===== src/rtl/load_store_unit.sv =====
// rtl/load_store_unit.sv - byte-addressable load/store initiator with split misaligned beats
module load_store_unit (
    input  logic        clk,
    input  logic        rst_n,
    input  logic        req_valid,
    output logic        req_ready,
    input  logic        req_we,
    input  logic [31:0] req_addr,
    input  logic [31:0] req_wdata,
    input  logic [1:0]  req_size,
    input  logic        req_unsigned,
    output logic        resp_valid,
    output logic [31:0] resp_rdata,
    output logic        mem_valid,
    input  logic        mem_ready,
    output logic        mem_we,
    output logic [31:0] mem_addr,
    output logic [3:0]  mem_be,
    output logic [31:0] mem_wdata,
    input  logic        mem_rvalid,
    input  logic [31:0] mem_rdata
);

    typedef enum logic [2:0] {IDLE, REQ0, WAIT0, REQ1, WAIT1, RESP} state_t;

    state_t      state;
    logic        we_q;
    logic        uns_q;
    logic [1:0]  size_q;
    logic [31:0] addr_q;
    logic [31:0] wdata_q;
    logic [31:0] rdata0_q;

    function automatic logic [3:0] size_mask(input logic [1:0] size);
        case (size)
            2'd1:    size_mask = 4'b0011;
            2'd2:    size_mask = 4'b0001;
            default: size_mask = 4'b1111;
        endcase
    endfunction

    function automatic logic [31:0] load_result(input logic [63:0] pair, input logic [1:0] off,
                                                input logic [1:0] size, input logic uns);
        logic [31:0] sh;
        sh = 32'(pair >> {off, 3'b000});
        case (size)
            2'd1:    load_result = uns ? {16'h0, sh[15:0]} : {{16{sh[15]}}, sh[15:0]};
            2'd2:    load_result = uns ? {24'h0, sh[7:0]}  : {{24{sh[7]}},  sh[7:0]};
            default: load_result = sh;
        endcase
    endfunction

    // Second-beat lanes are whatever spills past byte 3 of the first word.
    logic [1:0]  off_q;
    logic [3:0]  be1_q;
    logic [31:0] wdata1_q;
    logic [31:0] addr1_q;
    logic        split_q;

    assign off_q    = addr_q[1:0];
    assign be1_q    = size_mask(size_q) >> (3'd4 - {1'b0, off_q});
    assign wdata1_q = wdata_q >> (6'd32 - {1'b0, off_q, 3'b000});
    assign addr1_q  = {addr_q[31:2], 2'b00} + 32'd4;
    assign split_q  = |be1_q;

    assign req_ready = rst_n && (state == IDLE);

    always_ff @(posedge clk) begin
        if (!rst_n) begin
            state      <= IDLE;
            we_q       <= 1'b0;
            uns_q      <= 1'b0;
            size_q     <= 2'd0;
            addr_q     <= 32'd0;
            wdata_q    <= 32'd0;
            rdata0_q   <= 32'd0;
            resp_valid <= 1'b0;
            resp_rdata <= 32'd0;
            mem_valid  <= 1'b0;
            mem_we     <= 1'b0;
            mem_addr   <= 32'd0;
            mem_be     <= 4'd0;
            mem_wdata  <= 32'd0;
        end else begin
            resp_valid <= 1'b0;
            case (state)
                IDLE: begin
                    if (req_valid) begin
                        we_q      <= req_we;
                        uns_q     <= req_unsigned;
                        size_q    <= req_size;
                        addr_q    <= req_addr;
                        wdata_q   <= req_wdata;
                        mem_valid <= 1'b1;
                        mem_we    <= req_we;
                        mem_addr  <= {req_addr[31:2], 2'b00};
                        mem_be    <= size_mask(req_size) << req_addr[1:0];
                        mem_wdata <= req_wdata << {req_addr[1:0], 3'b000};
                        state     <= REQ0;
                    end
                end
                REQ0: begin
                    if (mem_ready) begin
                        if (!we_q) begin
                            mem_valid <= 1'b0;
                            state     <= WAIT0;
                        end else if (split_q) begin
                            mem_addr  <= addr1_q;
                            mem_be    <= be1_q;
                            mem_wdata <= wdata1_q;
                            state     <= REQ1;
                        end else begin
                            mem_valid  <= 1'b0;
                            resp_valid <= 1'b1;
                            resp_rdata <= 32'd0;
                            state      <= RESP;
                        end
                    end
                end
                WAIT0: begin
                    if (mem_rvalid) begin
                        rdata0_q <= mem_rdata;
                        if (split_q) begin
                            mem_valid <= 1'b1;
                            mem_addr  <= addr1_q;
                            mem_be    <= be1_q;
                            mem_wdata <= wdata1_q;
                            state     <= REQ1;
                        end else begin
                            resp_valid <= 1'b1;
                            resp_rdata <= load_result({32'd0, mem_rdata}, off_q, size_q, uns_q);
                            state      <= RESP;
                        end
                    end
                end
                REQ1: begin
                    if (mem_ready) begin
                        mem_valid <= 1'b0;
                        if (!we_q) begin
                            state <= WAIT1;
                        end else begin
                            resp_valid <= 1'b1;
                            resp_rdata <= 32'd0;
                            state      <= RESP;
                        end
                    end
                end
                WAIT1: begin
                    if (mem_rvalid) begin
                        resp_valid <= 1'b1;
                        resp_rdata <= load_result({mem_rdata, rdata0_q}, off_q, size_q, uns_q);
                        state      <= RESP;
                    end
                end
                RESP:    state <= IDLE;
                default: state <= IDLE;
            endcase
        end
    end

endmodule


===== config.mk =====
export PLATFORM = sky130hd
export DESIGN_NAME = load_store_unit
export DESIGN_NICKNAME = d
export VERILOG_FILES = /design/src/rtl/load_store_unit.sv
export SDC_FILE = /design/constraint.sdc
export NUM_CORES = 1
export LEC_CHECK = 0
export ABC_CLOCK_PERIOD_IN_PS = 10000
export BUFFER_PORTS_ARGS = -buffer_cell sky130_fd_sc_hd__buf_2
export CAP_MARGIN = 15
export CORE_UTILIZATION = 60
export DETAILED_ROUTE_END_ITERATION = 10
export GPL_TIMING_DRIVEN = 0
export HOLD_SLACK_MARGIN = 0.02
export PLACE_DENSITY = 0.85
export SLEW_MARGIN = 5
export SYNTH_ARGS = -nofsm -noshare
export SYNTH_HDL_FRONTEND = slang
export SYNTH_SLANG_ARGS = --single-unit

===== constraint.sdc =====
create_clock -name clk -period 10 [get_ports clk]
set_input_delay 2 -clock clk [delete_from_list [all_inputs] [get_ports clk]]
set_output_delay 2 -clock clk [all_outputs]
set_load 0.1 [all_outputs]

Yosys cells after proc, flatten, opt, wreduce, memory -nomap -nowiden
Index checks and enable logic that the tools add are counted.
Widths: inputs -> output; s select.
{"block": "classes", "add_sub_neg": 3, "n_eq_ne": 19, "shift": 6, "mux": 63, "reduce_logical": 12}
{"operator": "$mux 32", "count": 22}
{"operator": "$pmux 32 s3", "count": 2}
{"operator": "$pmux 32 s2", "count": 2}
{"operator": "$pmux 32 s4", "count": 1}
{"operator": "$shr 64x5->32", "count": 1}
{"operator": "$add 32x3->32 const B", "count": 1}
{"operator": "$mux 4", "count": 8}
{"operator": "$shl 32x5->32", "count": 1}
{"operator": "$shr 32x5->32", "count": 1}
{"operator": "$shr 32x6->32", "count": 1}
{"operator": "$mux 3", "count": 7}
{"operator": "$ne 2x2->1 const B", "count": 10}
{"operator": "$pmux 4 s2", "count": 2}
{"operator": "$mux 1", "count": 15}
{"operator": "$pmux 3 s5", "count": 1}
{"operator": "$pmux 4 s3", "count": 1}
{"operator": "$reduce_and 5->1", "count": 2}
{"operator": "$reduce_and 9->1", "count": 1}
{"operator": "$pmux 1 s4", "count": 2}
{"operator": "$reduce_bool 4->1", "count": 2}
{"operator": "$reduce_and 7->1", "count": 1}
{"operator": "$eq 3x2->1 const B", "count": 2}
{"operator": "$sub 6x5->6 const A", "count": 1}
{"operator": "$eq 2x1->1 const B", "count": 2}
{"operator": "other kinds (12)", "count": 14}
{"block": "totals", "register_bits": 205, "word_cells": 116}

Longest topological paths before layout
{"block": "logic_depth", "ltp_word": 8, "ltp_mapped": 13, "ltp_nobuf": 7}

Worst setup path after synthesis
OpenSTA, ideal clock, no wires.
{"block": "synth_timing", "path_type": "in2out", "startpoint": "input port rst_n", "endpoint": "output port req_ready", "t_arrival_ps": 5156, "path_slack_ps": 2844, "path_stages": 3, "n_path_buf": 1, "cell_sequence": "clkinv_1 > clkbuf_1 > nor4_1"}
{"block": "synth_via", "elab_chain_cells": 1}
{"item": "start, declared", "line_no": "4", "rtl": "input logic rst_n,"}
{"item": "$logic_and 1x1->1", "line_no": "66", "rtl": "assign req_ready = rst_n && (state == IDLE);"}
{"item": "end, declared", "line_no": "6", "rtl": "output logic req_ready,"}
Every way passes these cells.

Final worst setup path
Same ends and word-level chain as after synthesis.

==> metrics.csv <==
stage,metric,value,unit
global_routing,vias in the first global route,11900,
clock_tree,clk_lat worst skew,0.52,ns
global_routing,largest net degree at the start of global routing,14,
floorplan,DIE WIDTH,141,um
timing,Slew @ Worst Pin,0.947,ns
timing,min Tclk post-route,5.66,ns
global_routing,first-pass GRT wire length,64200,um
drt,Post-DRT Antenna Nets,0,
worst_setup_path,Worst R2R Start,addr_q[0],
logic_synthesis,post-synthesis register bit count,203,
floorplan,row count,50,
finish,Area Overhead vs Synth,18.1,%
worst_setup_path,CP endpoint,req_ready,
finish,"most common cell after layout, fill and taps aside",nand2_1,
timing,Setup Skew,0.0173,ns
worst_setup_path,WP data required,8.00,ns
clock_tree,clock buffer depth,3,
finish,most frequent cells in the layout,"nand2_1 (374), buf_2 (221), dfxtp_1 (203)",
logic_synthesis,Synth Area per Inst,7.99,um^2
timing,fmax,177,MHz
power,Sw Pwr,1.42,mW
floorplan,Chip Height,141,um
timing,min setup slack post-route,4.34,ns
global_routing,total track usage,41.9,%
clock_tree,CTS tree,yes,
power,Clk pwr share,27.1,%
drt,drt drc,0,
global_routing,antenna violations before repair,2,
timing,Hold Fails Final Rpt,0,
logic_synthesis,Async SR Flop Fraction,0,%
worst_setup_path,CP Capture Type,primary output,
timing,RSZ-0062 raised after global routing,false,
clock_tree,Clock transition at path regs,0.07,ns
clock_tree,root buffer cell,clkbuf_16,
worst_setup_path,r2r endpoint,mem_wdata[22],
logic_synthesis,Synth Flop Type,dfxtp_1,
power,Tot Pwr,3.14,mW
placement,post-DP HPWL,31000,um
run,max cap viols,0,
status,status,finished clean,
worst_setup_path,crit path from,rst_n,
logic_synthesis,yosys synthesis warning count,0,
placement,pre-CTS setup slack,4.40,ns
logic_synthesis,Post-Syn Area,11500,um^2
clock_tree,H-Tree Depth,1,
drt,wire length per cell,22.0,um
drt,WL final,42400,um
finish,layout cell share with drive strength beyond 1,17.9,%
clock_tree,# resized after CTS,0,
finish,final net count,1786,
floorplan,Core Area,18800,um^2
drt,Initial DRC Count,1494,
power,leak pwr,5.44,nW
clock_tree,CTS Hold Bufs,0,
worst_setup_path,CP Class,in2out,
clock_tree,CTS Sinks,203,
worst_setup_path,crit path max fanout,10,
placement,PortBufs,204,
placement,gpl congestion,1.03,
timing,setup TNS,0,ns
logic_synthesis,Post-synth EDFFs,0,
drt,DR vias,12700,
floorplan,io pins,209,
worst_setup_path,Register-to-Register Path Depth,13,
timing,Slew Limit Fails,0,
power,P_int,1.72,mW
logic_synthesis,sequential area share after synthesis,35.3,%
power,Worst VDD drop,0.000164,V
timing,Slew HR,36.6,%
logic_synthesis,Syn Inst Count,1442,
drt,First-pass DRT Iterations,6,
floorplan,initial core utilization,61.4,%
timing,number of setup violations in the final report,0,
global_routing,GRT overflow,0,
power,power density over the cells,231,nW/um^2
timing,post-route clock period utilization,56.6,%
drt,vias per cell,6.60,
clock_tree,TritonCTS Buffers,22,
worst_setup_path,CP Launch Type,input pin,
clock_tree,Setup Buffers After CTS,0,
floorplan,full die area,19800,um^2
worst_setup_path,reg-to-reg setup timing slack,5.21,ns
power,Comb pwr share,41.4,%
worst_setup_path,arrival time at the worst endpoint,3.66,ns
min_path,Tightest Hold Check Type,reg2reg,
power,part of the power in registers,31.5,%
power,switching portion of total power,45.2,%
logic_synthesis,Synth cell types,66,
cell usage after synthesis, types with 5 or more instances:
master     instances  area, um^2
nor2b_1           15        93.8
o221a_2            5        56.3
xnor2_1            6        52.6
nand4_1           13        81.3
nand3_1           22         110
a211oi_1          12        90.1
a32o_1            29         290
nor2_1            28         105
o21ai_0           52         260
or4_1              6        45.0
a21oi_1          159         796
a2bb2oi_1         24         210
a21o_1             7        52.6
o22ai_1           20         125
clkbuf_1          98         368
nor3b_1            5        37.5
o32a_1             8        80.1
mux4_2            20         450
o21a_1             6        45.0
and3_1             6        37.5
or3_1             10        62.6
buf_2             14        70.1
mux2i_1          128        1280
mux2_2             8        90.1
ha_1               6        75.1
o211ai_1          18         135
a211o_1           12         105
o31ai_1            7        52.6
buf_1             15        56.3
nand2_1          374        1400
inv_1             20        75.1
a32oi_1            6        52.6
a31oi_1           12        75.1
dfxtp_1          203        4060
xor2_1             5        43.8
nor4_1             6        37.5
kinds of logic after synthesis:
group,count (synthesis),synth area share (%)
xor gates and xnor gates,11,0.836
adders and majority gates,6,0.651
DFF,203,35.3
AOI/OAI and AO/OA,402,22.9
buffers and inverters,152,5.23
other,1,0.0325
and+or+nand+nor,511,19.3
muxes,156,15.8
routing by layer:
metal  GRT usage [%]  part of all wire, %  routed length [um]
met1            55.0                   39               16400
met2            64.1                   44               18600
met3            9.82                   13                5410
met4            22.1                  4.9                2070
met5               0                    0                   0
power groups by stage:
stage	combinational, mW	sequential, mW	clock [mW]
final	1.30	0.990	0.853
after global routing	1.35	0.998	0.881
after CTS	1.27	0.986	0.850
after detailed placement	1.27	1.00	0
after global placement	1.25	0.999	0
after floorplan	0.507	1.47	0
critical path: stages:
cell      delay (ns)
buf_2           0.11
clkinv_1        0.24
clkbuf_1        0.38
nor4_1          0.42
buf_2           0.51
per-stage QoR:
stage	cell area (um^2)	hold WS [ns]	util, %	cells
2_1_floorplan	11500	0.433	-	1443
3_3_place_gp	12800	0.442	68.4	1881
3_5_place_dp	12800	0.447	68.5	1882
4_1_cts	13600	0.456	72.4	1921
5_1_grt	13600	0.472	72.5	1925
6_report	13600	0.456	72.5	1926
worst min path at each step:
stage | from | end | depth (start not counted)
after floorplan | rdata0_q[0] | rdata0_q[0] | 2
after global placement | wdata_q[15] | wdata_q[15] | 2
after detailed placement | wdata_q[14] | wdata_q[14] | 2
after CTS | wdata_q[14] | wdata_q[14] | 2
after global routing | mem_addr[16] | mem_addr[16] | 2
final | wdata_q[15] | wdata_q[15] | 2
flip-flops by register name (all words and copies together), names as in the netlist:
signal	flops
addr_q	32
mem_wdata	32
rdata0_q	32
resp_rdata	32
wdata_q	32
mem_addr	30
mem_be	4
state	3
size_q	2
mem_valid	1
resp_valid	1
uns_q	1
we_q	1
layout make-up:
cell class	count	area [um^2]
Multi-Input combinational cell	1088	6860
Tap cell	234	293
Timing Repair Buffer	208	1040
Antenna cell	2	5.00
Inverter	22	82.6
Buffer	130	520
Fill cell	1507	5150
Clock buffer	31	646
Clock inverter	8	97.6
Sequential cell	203	4060
Power figures use the tool's default switching activity.
